===== src/rtl/mips_exc_pkg.sv =====
// mips_exc_pkg: cause codes and sequencer state shared by the exception logic.
package mips_exc_pkg;
  localparam logic [4:0] EXC_INT  = 5'd0;
  localparam logic [4:0] EXC_ADEL = 5'd4;
  localparam logic [4:0] EXC_ADES = 5'd5;
  localparam logic [4:0] EXC_RI   = 5'd10;
  localparam logic [4:0] EXC_OV   = 5'd12;
  localparam logic [4:0] ERET_TAG = 5'h1F;
  typedef enum logic {S_IDLE, S_SETTLE} state_e;
endpackage


===== src/rtl/exc_prio_enc.sv =====
// exc_prio_enc: picks interrupt > exception > eret and forms cause, victim PC and target.
module exc_prio_enc
  import mips_exc_pkg::*;
#(
  parameter logic [31:0] HANDLER_ADDR = 32'h0000_4180
) (
  input  logic        int_i,
  input  logic        valid_i,
  input  logic        exc_i,
  input  logic [4:0]  code_i,
  input  logic        eret_i,
  input  logic [31:0] pc_i,
  input  logic        bd_i,
  input  logic [31:0] epc_i,
  output logic        event_o,
  output logic        trap_o,
  output logic        eret_o,
  output logic [4:0]  code_o,
  output logic [4:0]  tag_o,
  output logic [31:0] cp0_pc_o,
  output logic [31:0] target_o,
  output logic        bd_o
);
  always_comb begin
    trap_o   = int_i | (valid_i & exc_i);
    eret_o   = ~trap_o & valid_i & eret_i;
    event_o  = trap_o | eret_o;
    code_o   = int_i ? EXC_INT : trap_o ? code_i : 5'd0;
    tag_o    = trap_o ? code_o : ERET_TAG;
    bd_o     = trap_o & bd_i;
    // a delay-slot victim restarts at its branch so the branch re-executes
    cp0_pc_o = !trap_o ? 32'd0 : bd_i ? pc_i - 32'd4 : pc_i;
    target_o = trap_o ? HANDLER_ADDR : epc_i;
  end
endmodule


===== src/rtl/exc_ctrl.sv =====
// exc_ctrl: M-stage exception/interrupt sequencer; flushes, redirects and pulses CP0,
// then ignores events for a settle window while the pipeline refills.
module exc_ctrl
  import mips_exc_pkg::*;
#(
  parameter logic [31:0] HANDLER_ADDR = 32'h0000_4180,
  parameter int          SETTLE_CYC   = 3,
  parameter int          CNT_W        = 4
) (
  input  logic        Clk,
  input  logic        Reset,
  input  logic [31:0] M_PC,
  input  logic        M_BD,
  input  logic        M_Valid,
  input  logic        M_ExcValid,
  input  logic [4:0]  M_ExcCode,
  input  logic        M_Eret,
  input  logic        IntReq,
  input  logic [31:0] EPC_In,
  input  logic        Hold,
  output logic        EXLSet,
  output logic        EXLClr,
  output logic [31:0] CP0_PC,
  output logic [4:0]  ExcCode,
  output logic        BDOut,
  output logic        Flush,
  output logic        PC_Redirect,
  output logic [31:0] PC_Target,
  output logic        Busy,
  output logic [4:0]  LastExcCode
);
  state_e             state_q, state_d;
  logic [CNT_W-1:0]   cnt_q, cnt_d;
  logic [4:0]         last_q, last_d;
  logic               ev, trap, eret, bd, go;
  logic [4:0]         code, tag;
  logic [31:0]        cp0_pc, target;

  exc_prio_enc #(.HANDLER_ADDR(HANDLER_ADDR)) u_prio (
    .int_i   (IntReq),
    .valid_i (M_Valid),
    .exc_i   (M_ExcValid),
    .code_i  (M_ExcCode),
    .eret_i  (M_Eret),
    .pc_i    (M_PC),
    .bd_i    (M_BD),
    .epc_i   (EPC_In),
    .event_o (ev),
    .trap_o  (trap),
    .eret_o  (eret),
    .code_o  (code),
    .tag_o   (tag),
    .cp0_pc_o(cp0_pc),
    .target_o(target),
    .bd_o    (bd)
  );

  // Reset gates the decision so an event seen in the Reset cycle never pulses
  always_comb begin
    go          = (state_q == S_IDLE) & ~Hold & ~Reset & ev;
    EXLSet      = go & trap;
    EXLClr      = go & eret;
    Flush       = go;
    PC_Redirect = go;
    CP0_PC      = go ? cp0_pc : 32'd0;
    ExcCode     = go ? code : 5'd0;
    BDOut       = go & bd;
    PC_Target   = go ? target : 32'd0;
    Busy        = state_q == S_SETTLE;
    LastExcCode = last_q;
    state_d     = go ? S_SETTLE : (state_q == S_SETTLE && cnt_q == '0) ? S_IDLE : state_q;
    cnt_d       = go ? CNT_W'(SETTLE_CYC - 1) : cnt_q != '0 ? cnt_q - 1'b1 : cnt_q;
    last_d      = go ? tag : last_q;
  end

  always_ff @(posedge Clk) begin
    if (Reset) begin
      state_q <= S_IDLE;
      cnt_q   <= '0;
      last_q  <= '0;
    end else begin
      state_q <= state_d;
      cnt_q   <= cnt_d;
      last_q  <= last_d;
    end
  end
endmodule


===== config.mk =====
export PLATFORM = sky130hd
export DESIGN_NAME = exc_ctrl
export DESIGN_NICKNAME = d
export VERILOG_FILES = /design/src/rtl/mips_exc_pkg.sv /design/src/rtl/exc_prio_enc.sv /design/src/rtl/exc_ctrl.sv
export SDC_FILE = /design/constraint.sdc
export NUM_CORES = 1
export LEC_CHECK = 0
export CAP_MARGIN = 20
export CORE_AREA = 2 2 61 63
export CTS_CLUSTER_SIZE = 30
export DETAILED_ROUTE_END_ITERATION = 8
export DIE_AREA = 0 0 63 65
export DONT_BUFFER_PORTS = 1
export GPL_TIMING_DRIVEN = 0
export SETUP_SLACK_MARGIN = 0.3
export SYNTH_ARGS = -nofsm -noshare
export SYNTH_HDL_FRONTEND = slang
export SYNTH_SLANG_ARGS = --single-unit

===== constraint.sdc =====
create_clock -name Clk -period 7.4 [get_ports Clk]
set_input_delay 2.22 -clock Clk [delete_from_list [all_inputs] [get_ports Clk]]
set_output_delay 2.22 -clock Clk [all_outputs]
set_load 0.01 [all_outputs]

Word-level counts from Yosys, hierarchy flattened
Cells that the tools add are included.

$add $sub $neg: 2. Multiplexer cells: 13. Bitwise logic cells: 16. Reductions and logical operators: 6.

Operators by type and width (count): 32-bit 2-to-1 mux (5); 32-bit by 3-bit subtractor with 32-bit output (second input constant) (1); 5-bit 2-to-1 mux (4); 1-bit AND (10); 4-bit zero test (1); 2-bit 2-to-1 mux (2); 1-bit inverter (4); 2-bit nonzero test (2); 4-bit nonzero test (1); 4-bit by 1-bit subtractor with 4-bit output (second input constant) (1); 1-bit 2-to-1 mux (2); 1-bit OR (2); 2-bit OR reduction (1); 1-bit logical AND (1).

Flip-flop bits (word level): 10. Input bits: 77. Output and inout bits: 80. Logic and storage cells: 41.

Longest topological paths before layout
Word-level depth: 8. Gate-level depth with buffers: 7. Mapped depth without buffers: 6.

Cells and area by module
Synthesis repeated with hierarchy kept, for this count alone.

Cells, all modules: 308. Area total of the unflattened synthesis: 2082.0 um^2.

By module, submodules not included: exc_prio_enc (times used 1, cells each 190, area an instance 1136.1 um^2, sequential area each 0.0 um^2); exc_ctrl (times used 1, cells each 118, area an instance 945.9 um^2, sequential area each 200.2 um^2).

Worst setup path after synthesis
Ideal clock, no wire load.

Path type: input -> output. From: input M_PC[24]. To: output CP0_PC[31]. Data arrival time: 4012 ps. Data required time: 5180 ps. Path slack: 1168 ps. Stages on the path: 5. Buffers on the path: 1. Path through: or4_1 > buf_2 > or4b_4 > or4_1 > a21oi_1.

Cells in the longest elaborated chain, start to end: 4.

Ends and longest elaborated chain: start: declaration (line exc_ctrl.sv:12) `input logic [31:0] M_PC,`; 32-bit by 3-bit subtractor with 32-bit output (line exc_prio_enc.sv:32) `cp0_pc_o = !trap_o ? 32'd0 : bd_i ? pc_i - 32'd4 : pc_i;`; 32-bit 2-to-1 mux (2 in series) (line exc_prio_enc.sv:32); 32-bit 2-to-1 mux (line exc_ctrl.sv:65) `CP0_PC = go ? cp0_pc : 32'd0;`; end: declaration (line exc_ctrl.sv:23) `output logic [31:0] CP0_PC,`.

No other way between the ends.

Worst setup path after layout
Same ends and word-level chain as after synthesis.

==> flow_metrics.env <==
export IMPL_outcome="finished clean"
export IMPL_design_core_area_sq_mm=0.00350
export IMPL_start_util_pct=42.6
export IMPL_ys_types=34
export IMPL_synth_seq_cells=10
export IMPL_io_pins=157
export IMPL_synth_area_leaders="dfxtp_1 (13%), and2_1 (13%), nor2_1 (7.6%)"
export IMPL_diodes=0
export IMPL_cp_arrival_ns=4.10
export IMPL_cts_tree="done"
export IMPL_overflow=0
export IMPL_portBuffers=0
export IMPL_place_congestion=0.787
export IMPL_crit_fanout=7
export IMPL_numCtsBuffers=3
export IMPL_hold_depth=2
export IMPL_path_class="input pin to primary output"
export IMPL_antenna_found_initial=0
export IMPL_cts_htree_levels=1
export IMPL_postRouteAntennaNets=0
export IMPL_critPathCaptureType="primary output"
export IMPL_cts_max_path_buffers=2
export IMPL_worstSetupStartpointType="input pin"
export IMPL_grt_max_degree=12
export IMPL_async_reset_ff_share_pct=0
export IMPL_syn_area_sq_mm=0.00149
export IMPL_max_slew_margin_pct=54.7
export IMPL_die_y_um=65
export IMPL_firstDrtPassIters=4
export IMPL_yosys_area_top_type="dfxtp_1"
export IMPL_drc=0
export IMPL_synth_fp_nets=306
export IMPL_fin_skew_ns=0.000453
export IMPL_cp_required_ns=5.18
export IMPL_dpl_hpwl_mm=3.73
export IMPL_num_rows=22
export IMPL_hold_class="flop to flop"
export IMPL_ys_seq_area_share_pct=13.4
export IMPL_die_x_um=63
export IMPL_fillers=403
export IMPL_synth_edf_count=0
export IMPL_fin_util_pct=45.0
export IMPL_power_density_mw_per_mm2=85.5
export IMPL_vias=1656
export IMPL_syn_inst=228
export IMPL_synth_area_per_cell_sq_um=6.54
export IMPL_final_layout_size_suffix_gt1_share_pct=4.33
export IMPL_setup_tns_ns=0
export IMPL_clk_pin_slew_worst_paths_ns=0.06
export IMPL_viasPerCell=5.94
export IMPL_cts_hold_buffers=0
export IMPL_grt_setup_unrepaired="no"
export IMPL_tightest_slew_ns=0.675
export IMPL_cellLeakagePower_nw=0.479
export IMPL_grtUsageTotal_pct=20.1
export IMPL_wire_per_inst_um=15.9
export IMPL_drv_slew=0
export IMPL_die_area_sq_mm=0.00410
export IMPL_peakVddDrop_uv=81.6
export IMPL_grt_pass1_vias=1468
export IMPL_synthFlopType="dfxtp_1"
export IMPL_post_cts_buffers=0
export IMPL_layout_nets=311
export IMPL_period_share_pct=85.4
export IMPL_ys_warn_count=0
export IMPL_min_period_ns=6.32
export IMPL_grt_pass1_wl_mm=6.72
export IMPL_area_growth_pct=5.54
export IMPL_hold_worst_slack_ns=0.494
export IMPL_final_cell_mix="and2_1 (30), nor2_1 (30), a21oi_1 (16), nand2_1 (15)"
export IMPL_clock_latency_ns=0.25
export IMPL_cap_viol_max_count=0
export IMPL_cts_resized=0
export IMPL_setup_viol=0
export IMPL_dr_first_iter_drc_count=68
export IMPL_reg2regPathDepth=5
export IMPL_fmax_mhz=158
export IMPL_cts_root_buf="clkbuf_4"
export IMPL_synth_top_area_share_pct=13.4
export IMPL_cts_sinks=10
export IMPL_timing_hold_violations_final=0
export IMPL_routed_wl_mm=4.44
## worst paths after layout
path                                             from                     endpoint  slack (ns)
worst min register to register  cnt_q[3]$_SDFFE_PP0P_        cnt_q[3]$_SDFFE_PP0P_        0.49
worst min-delay path            cnt_q[3]$_SDFFE_PP0P_        cnt_q[3]$_SDFFE_PP0P_        0.49
worst max register to register      Busy$_SDFFE_PP0P_  LastExcCode[1]$_SDFFE_PP0P_        5.26
worst max-delay path                         M_PC[24]                   CP0_PC[31]        1.08
## state kept, by name, indices dropped and copies added, names as in the netlist
signal / count
Busy: 1
LastExcCode: 5
cnt_q: 4
## synth_stat cells (2+ instances only)
library cell / count
and2_1: 30
nor2_1: 30
a21oi_1: 16
nand2_1: 15
clkbuf_1: 12
or3_1: 12
or4_1: 11
dfxtp_1: 10
nor3_1: 10
o31ai_1: 9
a211oi_1: 7
nor4_1: 7
nand2b_1: 6
nand3_1: 6
xor2_1: 6
mux2i_1: 5
o21ai_0: 5
xnor2_1: 5
inv_1: 4
and3_1: 3
nand4_1: 3
o21a_1: 3
nor4_2: 2
## final cells by class
type | count | area (sq um) | area share (%)
inverter | 4 | 15.0 | 0.955
multi-input combinational | 200 | 1220 | 77.4
buffer | 14 | 57.6 | 3.66
clock buffer | 3 | 22.5 | 1.43
tap | 48 | 60.1 | 3.82
sequential | 10 | 200 | 12.7
## critical path, stage by stage
cell,delay [ns]
or4_1,0.49
buf_2,0.16
or4b_4,0.52
or4_1,0.41
a21oi_1,0.29
## layer usage
layer	up-vias	wire [um]	global-route usage, %
met5	-	0	0
met4	0	12	4.72
met3	2	446	5.03
met2	84	2190	34.8
met1	733	1790	24.9
li1	837	-	-
## logic make-up after synthesis
group	share of synthesized area (%)
buffers and inverters	4.87
AND/OR/NAND/NOR	53.3
XOR/XNOR	6.46
flip-flops	13.4
multiplexers	3.36
AO/OA/AOI/OAI	17.7
adder cells (fa/ha/maj)	0.839
## per-stage QoR
step                      cells  worst slack [ns]  area, sq um  power [mW]
after global routing        279             0.855         1570       0.143
after detailed placement    276              1.03         1550       0.100
after global placement      276              1.01         1550       0.100
after floorplan             228              1.17         1490      0.0934
final                       279              1.08         1570       0.134
after CTS                   279              1.03         1570       0.136
## power by group
part / total, mW / switching [mW] / internal (mW)
Combinational: 0.0397 / 0.0251 / 0.0146
Sequential: 0.0592 / 0.00295 / 0.0563
Clock: 0.0355 / 0.0168 / 0.0187
Total: 0.134 / 0.0449 / 0.0896
(Power assumes the default switching activity.)
